File: config.mk
export PLATFORM = sky130hd
export DESIGN_NAME = fifo_tx_stream
export DESIGN_NICKNAME = d
export VERILOG_FILES = /design/src/rtl/fifo_tx_stream.sv
export SDC_FILE = /design/constraint.sdc
export NUM_CORES = 1
export LEC_CHECK = 0
export CORE_UTILIZATION = 60
export CTS_CLUSTER_DIAMETER = 200
export DETAILED_ROUTE_END_ITERATION = 6
export HOLD_SLACK_MARGIN = 0.08
export PLACE_DENSITY = 0.82
export SYNTH_ARGS = -nofsm -noshare
export SYNTH_HDL_FRONTEND = slang
export SYNTH_SLANG_ARGS = --single-unit
File: constraint.sdc
create_clock -name clk -period 5.3 [get_ports clk]
set_clock_uncertainty 0.1 [all_clocks]
set_input_delay 0.795 -clock clk [delete_from_list [all_inputs] [get_ports clk]]
set_output_delay 0.795 -clock clk [all_outputs]
set_load 0.03 [all_outputs]
File: src/rtl/fifo_tx_stream.sv
// APB-fed FIFO serialiser: words pushed over APB leave as a bit stream, one bit per RATE_DIV clks, strobed by IQ_rate.
// Latency: first strobe RATE_DIV+1 clks after the start edge; backpressure: pslverr on push to a full FIFO, pready always 1.
module fifo_tx_stream #(
    parameter int DATA_WIDTH = 8,
    parameter int DEPTH      = 64,
    parameter int RATE_DIV   = 25,
    parameter int LSB_FIRST  = 1,
    parameter int AFULL_THR  = DEPTH - 4
) (
    input  logic                  clk,
    input  logic                  reset_n,
    input  logic                  psel,
    input  logic                  penable,
    input  logic                  pwrite,
    input  logic [1:0]            paddr,
    input  logic [DATA_WIDTH-1:0] pwdata,
    output logic [15:0]           prdata,
    output logic                  pready,
    output logic                  pslverr,
    input  logic                  en_IQ,
    output logic                  data_out,
    output logic                  IQ_rate,
    output logic [1:0]            mem_state
);
    localparam int AW = $clog2(DEPTH);
    localparam int DW = $clog2(RATE_DIV);
    localparam int BW = $clog2(DATA_WIDTH + 1);
    localparam logic [AW:0]    LVL_FULL  = (AW + 1)'(DEPTH);
    localparam logic [AW:0]    LVL_AFULL = (AW + 1)'(AFULL_THR);
    localparam logic [DW-1:0]  DIV_LAST  = DW'(RATE_DIV - 1);
    localparam logic [BW-1:0]  BIT_LAST  = BW'(DATA_WIDTH - 1);

    typedef enum logic [1:0] {IDLE, LOAD, SHIFT} state_t;

    logic [DATA_WIDTH-1:0] mem [DEPTH];
    logic [AW-1:0]         wptr, rptr;
    logic [AW:0]           level, level_nxt;
    logic [1:0]            mem_state_nxt;
    logic                  underflow;
    state_t                state, state_nxt;
    logic [DW-1:0]         div;
    logic [BW-1:0]         bitcnt;
    logic [DATA_WIDTH-1:0] shreg;
    logic                  access, full, empty, push, pop, tick, set_uf, clr_uf, cur_bit;

    assign access  = psel & penable;
    assign full    = (level == LVL_FULL);
    assign empty   = (level == '0);
    assign push    = access & pwrite & (paddr == 2'd0) & ~full;
    assign clr_uf  = access & pwrite & (paddr == 2'd1) & pwdata[0];
    assign pready  = 1'b1;
    assign tick    = (state == SHIFT) && (div == DIV_LAST);
    assign cur_bit = (LSB_FIRST != 0) ? shreg[0] : shreg[DATA_WIDTH-1];

    always_comb begin
        prdata  = '0;
        pslverr = 1'b0;
        if (access) begin
            case (paddr)
                2'd0: pslverr = ~pwrite | full;
                2'd1: begin
                    if (!pwrite) begin
                        prdata[AW:0] = level;
                        prdata[13]   = empty;
                        prdata[14]   = full;
                        prdata[15]   = underflow;
                    end
                end
                default: pslverr = 1'b1;
            endcase
        end
    end

    // The next word is popped on the last bit's tick so back-to-back words keep the bit period.
    always_comb begin
        state_nxt = state;
        pop       = 1'b0;
        set_uf    = 1'b0;
        case (state)
            IDLE: if (en_IQ && !empty) state_nxt = LOAD;
            LOAD: begin
                pop       = 1'b1;
                state_nxt = SHIFT;
            end
            SHIFT: begin
                if (tick && bitcnt == BIT_LAST) begin
                    if (en_IQ && !empty) begin
                        pop = 1'b1;
                    end else begin
                        state_nxt = IDLE;
                        set_uf    = en_IQ;
                    end
                end
            end
            default: state_nxt = IDLE;
        endcase
    end

    always_comb begin
        level_nxt = level;
        if (push && !pop)
            level_nxt = level + 1'b1;
        else if (!push && pop)
            level_nxt = level - 1'b1;

        if (level_nxt == LVL_FULL)
            mem_state_nxt = 2'b11;
        else if (level_nxt >= LVL_AFULL)
            mem_state_nxt = 2'b10;
        else if (level_nxt == '0)
            mem_state_nxt = 2'b00;
        else
            mem_state_nxt = 2'b01;
    end

    always_ff @(posedge clk) begin
        if (push) mem[wptr] <= pwdata;
    end

    always_ff @(posedge clk) begin
        if (!reset_n) begin
            wptr      <= '0;
            rptr      <= '0;
            level     <= '0;
            mem_state <= 2'b00;
            underflow <= 1'b0;
            state     <= IDLE;
            div       <= '0;
            bitcnt    <= '0;
            shreg     <= '0;
            data_out  <= 1'b0;
            IQ_rate   <= 1'b0;
        end else begin
            state     <= state_nxt;
            level     <= level_nxt;
            mem_state <= mem_state_nxt;
            IQ_rate   <= tick;
            if (push) wptr <= wptr + 1'b1;
            if (pop)  rptr <= rptr + 1'b1;
            if (set_uf)
                underflow <= 1'b1;
            else if (clr_uf)
                underflow <= 1'b0;
            if (state != SHIFT || tick)
                div <= '0;
            else
                div <= div + 1'b1;
            if (tick) begin
                data_out <= cur_bit;
                bitcnt   <= bitcnt + 1'b1;
                shreg    <= (LSB_FIRST != 0) ? (shreg >> 1) : (shreg << 1);
            end
            if (pop) begin
                shreg  <= mem[rptr];
                bitcnt <= '0;
            end
        end
    end
endmodule
==> impl_metrics.csv, run 1 <==
group,metric,value,unit
timing,rsz0062_at_grt,"no",
die,floorplan.initialDensity,0.615,
power_and_ir_drop,p_leak,7.46,nW
route,vias_per_cell,6.68,
critical_path,arrival,3.88,ns
global_routing,grt_pass1_vias,10800,
clock_network,cts_tree,"yes",
power_and_ir_drop,intPower,7.17,mW
timing,slew_violations,0,
timing,tightest_slew,1.01,ns
route,antenna_left,0,
critical_path,cp.required,5.42,ns
placement,gp_congestion,0.821,
timing,fmaxAchievable,266,MHz
synth,netlist.area_leader.share,0.697,
power_and_ir_drop,switching_share,0.208,
timing,fin_crit,3.76,ns
timing,tns,0,ns
synth,postSynthCellCount,1091,
power_and_ir_drop,pwr-share-seq,0.537,
synth,synthTopCellsByArea,"edfxtp_1 (70%), mux4_2 (17%), dfxtp_1 (4.4%), nor2_1 (1.7%), nand2_1 (0.68%)",
route,wl,48.4,mm
clock_network,cts_sinks,561,
clock_network,postCtsHoldBufs,0,
critical_path,cp_max_fo,12,
placement,port_buffers,30,
power_and_ir_drop,peakVddDrop,0.304,mV
clock_network,clk_pin_slew,0.06,ns
critical_path,criticalPathCategory,"in2reg",
cells_and_area,layout_common_cells,"edfxtp_1 (512), mux4_2 (168), nor2_1 (100)",
global_routing,grt_pass1_wl,71.6,mm
global_routing,antenna_found_initial,2,
power_and_ir_drop,p_clk_frac,0.424,
route,dr.first_iter.drc_count,1267,
hold_path,hold_path_class,"reg2reg",
power_and_ir_drop,p_sw,1.88,mW
cells_and_area,areaGrowthSynthToFinish,11.4,%
cells_and_area,finalNonFillerCells,1642,
run_status,status,"finished, final reports clean",
critical_path,cp_slowest_stage_delay,0.90,ns
route,drcViolationCount,0,
synth,yosysWarnings,0,
synth,ys_seq_area_frac,0.741,
synth,async_reset_ff_frac,0,
route,vias,11000,
clock_network,clock-root-buffer,"clkbuf_16",
cells_and_area,final_common_cell,"edfxtp_1",
synth,synth-seq-cells,561,
cells_and_area,fin_nets,1160,
die,pin_count,38,
die,dieArea,37600,um^2
synth,ys_types,50,
global_routing,grt_max_degree,81,
synth,synth_top_cell_by_area,"edfxtp_1",
clock_network,worstSkewPairLatency,0.61,ns
placement,dp_hpwl,27.6,mm
cells_and_area,drive_gt1_frac,0.244,
cells_and_area,final_core_util,0.685,
critical_path,path_cells,"clkdlybuf4s50_1, and4b_1, o211a_1, nand4b_1, nor2_1",
timing,hold_viol_final,0,
synth,ys.flop_type,"edfxtp_1",
clock_network,cts_resized,0,
route,routedWlPerCell,29.5,um
power_and_ir_drop,p_total,9.05,mW
power_and_ir_drop,comb_power_share,0.039,
critical_path,crit_slowest_cell,"nor2_1",
die,row_count,69,
run,drv_cap,0,
clock_network,post_cts_buffers,0,
timing,whs,0.364,ns
clock_network,clk_path_buf_depth,3,
synth,syn_avg_cell_area,20.2,um^2
critical_path,cp-start-kind,"primary input",
die,die_w,194,um
clock_network,htreeDepth,2,
power_and_ir_drop,p_per_area,368,nW/um^2
critical_path,endpoint_kind,"flop",
placement,dp.cells,1539,
clock_network,cts_buffers,54,
die,coreArea,35900,um^2
timing,finalCritPeriodShare,0.710,
global_routing,grt_usage,0.265,
route,dr.pass1.iters,7,
global_routing,grt-ovfl-total,0,
timing,setup_viol,0,
synth,netlist_area,22100,um^2
timing,slew_headroom,0.326,
die,die_h,194,um
synth,synth_edf_count,512,
==> metrics by stage <==
stage	instance area (um^2)	worst slack (ns)
CTS	24600	1.63
global placement	22800	1.21
finish	24600	1.54
detailed placement	22800	1.08
floorplan	22100	2.24
global route	24600	1.48
==> kinds of logic (layout without fill, tap and decap cells) <==
| group | after synthesis | count (layout) | synth area share |
|---|---|---|---|
| flops | 561 | 561 | 0.741 |
| simple gates | 209 | 209 | 0.0442 |
| mux | 172 | 172 | 0.173 |
| buf+inv | 77 | 161 | 0.0146 |
| compound gates | 41 | 41 | 0.0133 |
| xor+xnor | 19 | 19 | 0.00754 |
| fa+ha+maj | 10 | 10 | 0.00567 |
| other cells | 2 | 8 | 0.000340 |
==> registers in the layout, indices dropped and copies added, names as in the netlist, named ones only <==
signal,cells
mem,512
shreg,8
level,7
rptr,6
wptr,6
div,5
bitcnt,4
mem_state,2
state,2
IQ_rate,1
data_out,1
underflow,1
==> power by group through the flow <==
stage	combinational (mW)	sequential, mW	clock, mW
2_1_floorplan	0.213	4.95	0
3_3_place_gp	0.340	4.95	0
3_5_place_dp	0.349	4.95	0
4_1_cts	0.352	4.86	3.86
5_1_grt	0.382	4.86	4.02
6_report	0.353	4.86	3.84
==> cell type report <==
type | instances | area, um^2
sequential | 561 | 16400
fill | 2134 | 11300
multi-input combinational | 458 | 5410
clock buffer | 71 | 1470
tap | 461 | 577
timing repair buffer | 48 | 420
clock inverter | 31 | 310
inverter | 11 | 41.3
antenna | 1 | 2.50
==> worst max-delay path, delay by kind of cell <==
| family | cells | cell delay (ns) |
|---|---|---|
| simple gates | 3 | 1.97 |
| buf+inv | 1 | 0.63 |
| compound gates | 1 | 0.48 |
==> routing by layer <==
| layer | up-vias | global-route usage | part of all wire |
|---|---|---|---|
| li1 | 4527 | - | - |
| met2 | 692 | 0.423 | 0.49 |
| met1 | 5665 | 0.371 | 0.38 |
| met3 | 87 | 0.0511 | 0.10 |
| met4 | 2 | 0.0927 | 0.029 |
| met5 | - | 0 | 0.00025 |
==> final timing paths <==
check	start	slack, ns	cells past startpoint	endpoint
setup reg to reg	level[0]$_SDFF_PN0_	1.78	6	mem[21][0]$_DFFE_PP_
hold / removal	div[0]$_SDFF_PP0_	0.36	1	div[0]$_SDFF_PP0_
setup / recovery	pwrite	1.54	5	mem[21][0]$_DFFE_PP_
hold reg to reg	div[0]$_SDFF_PP0_	0.36	1	div[0]$_SDFF_PP0_
==> Yosys cell counts, types with 5 or more instances <==
cell        n
and2_1     11
nand4_1     8
nand3_1    12
buf_2       5
a21oi_1    11
inv_1      11
xor2_1     12
edfxtp_1  512
nand2_1    40
clkbuf_1   39
buf_4       7
xnor2_1     7
o21ai_0     5
nor2_1    100
nor3_1      7
a311oi_1    9
dfxtp_1    49
mux4_2    168
ha_1       10
nand3b_1    7
buf_1      15
(Power assumes the default switching activity.)
==> run 2: changes to the inputs <==
- CORE_UTILIZATION: 60 -> 56
- PLACE_DENSITY: 0.82 -> 0.81
- clock period: 5.3 -> 3.4 ns (I/O delays scaled with it)
==> impl_metrics.csv, run 2 (synthesis results as in run 1) <==
group,metric,value,unit
route,drcViolationCount,0,
global_routing,grt_pass1_vias,11200,
placement,dp.cells,1680,
cells_and_area,n_antenna_cell,0,
placement,dp_slack,0.198,ns
hold_path,hold_path_depth,2,
power_and_ir_drop,p_leak,7.96,nW
run_status,status,"finished, final reports clean",
route,vias,11100,
timing,finalCritPeriodShare,0.947,
route,routedWlPerCell,26.2,um
power_and_ir_drop,p_total,14.1,mW
die,pin_count,38,
timing,setup_viol,0,
power_and_ir_drop,p_per_area,555,nW/um^2
cells_and_area,areaGrowthSynthToFinish,15.2,%
clock_network,worstSkewPairLatency,0.62,ns
die,dieArea,40200,um^2
timing,tightest_slew,1.30,ns
critical_path,cp.required,2.79,ns
power_and_ir_drop,peakVddDrop,0.437,mV
timing,worst_slack,0.181,ns
critical_path,cp_max_fo,6,
die,row_count,72,
cells_and_area,drive_gt1_frac,0.297,
die,floorplan.initialDensity,0.570,
cells_and_area,finalNonFillerCells,1778,
cells_and_area,largest_registers,"mem: 512 flops, shreg: 8 flops, level: 7 flops",
critical_path,endpoint_kind,"output port",
run,drv_cap,0,
timing,slew_violations,0,
timing,fmaxAchievable,311,MHz
route,wl,46.6,mm
clock_network,post_cts_buffers,0,
global_routing,grt_max_degree,65,
timing,hold_viol_final,0,
critical_path,criticalPathCategory,"reg2out",
cells_and_area,layout_common_cells,"edfxtp_1 (512), mux4_2 (168), nor2_1 (100)",
clock_network,cts_buffers,54,
cells_and_area,largest_register_ffs,512,
global_routing,antenna_found_initial,0,
die,die_h,201,um
cells_and_area,final_common_cell,"edfxtp_1",
clock_network,clock-root-buffer,"clkbuf_16",
placement,gp_congestion,0.888,
route,dr.first_iter.drc_count,1114,
route,vias_per_cell,6.24,
critical_path,reg2reg_depth,10,
hold_path,hold_path_class,"in2reg",
clock_network,htreeDepth,2,
die,die_w,201,um
global_routing,grt_usage,0.240,
route,dr.pass1.iters,6,
critical_path,arrival,2.61,ns
timing,fin_crit,3.22,ns
clock_network,clk_pin_slew,0.06,ns
cells_and_area,n_fill_cell,2471,
timing,slew_headroom,0.137,
clock_network,cts_sinks,561,
timing,rsz0062_at_grt,"no",
cells_and_area,fin_nets,1244,
route,antenna_left,0,
cells_and_area,top_register,"mem",
timing,tns,0,ns
clock_network,cts_tree,"yes",
global_routing,grt-ovfl-total,0,
clock_network,clk_path_buf_depth,3,
critical_path,cp-start-kind,"flop",
global_routing,grt_pass1_wl,71.3,mm
die,coreArea,38700,um^2
placement,port_buffers,30,
placement,dp_hpwl,28.2,mm
[run 2: repair_timing]
action / 4_1_cts / 5_1_grt
resized for setup: 0 / 2
setup endpoints to repair: 0 / 2
hold buffers: 0 / 0
[run 2: through the flow]
stage | hold slack (ns) | area [um^2] | util
3_5_place_dp | 0.358 | 23600 | 0.610
3_3_place_gp | 0.342 | 23600 | 0.610
5_1_grt | 0.316 | 25400 | 0.656
4_1_cts | 0.297 | 25400 | 0.656
2_1_floorplan | 0.330 | 22100 | -
6_report | 0.322 | 25400 | 0.656
[run 2: worst paths after layout]
kind	from	endpoint	slack (ns)
worst max register to register	level[0]$_SDFF_PN0_	mem_state[0]$_SDFF_PN0_	0.29
worst min register to register	data_out$_SDFFE_PN0P_	data_out$_SDFFE_PN0P_	0.36
worst min-delay path	pwdata[5]	mem[63][5]$_DFFE_PP_	0.32
worst max-delay path	level[0]$_SDFF_PN0_	prdata[14]	0.18
[run 2: metal layers]
layer | share of wire | global-route usage
met1 | 0.39 | 0.340
met2 | 0.49 | 0.384
met3 | 0.086 | 0.0469
met4 | 0.025 | 0.0720
met5 | 0 | 0
[run 2: worst max-delay path: stages (launching register included)]
cell and delay [ns]:
dfxtp_1 0.36, inv_1 0.15, ha_1 0.27, nor3b_1 0.26, nand2_1 0.11, nor3_1 0.15
clkdlybuf4s50_1 0.69
[run 2: final cells by class]
cell class                 count  area, um^2  share of cell area
clock inverter                28         314              0.0124
timing repair buffer         132        1150              0.0454
tap                          518         648              0.0255
sequential                   561       16400               0.644
multi-input combinational    458        5420               0.213
clock buffer                  70        1480              0.0584
inverter                      11        41.3             0.00162
[run 2: power breakdown]
group	switching, mW	leakage, nW	internal (mW)
clock network	2.51	0.885	3.47
logic	0.350	2.08	0.211
registers	0.0245	5.00	7.54
total	2.89	7.96	11.2
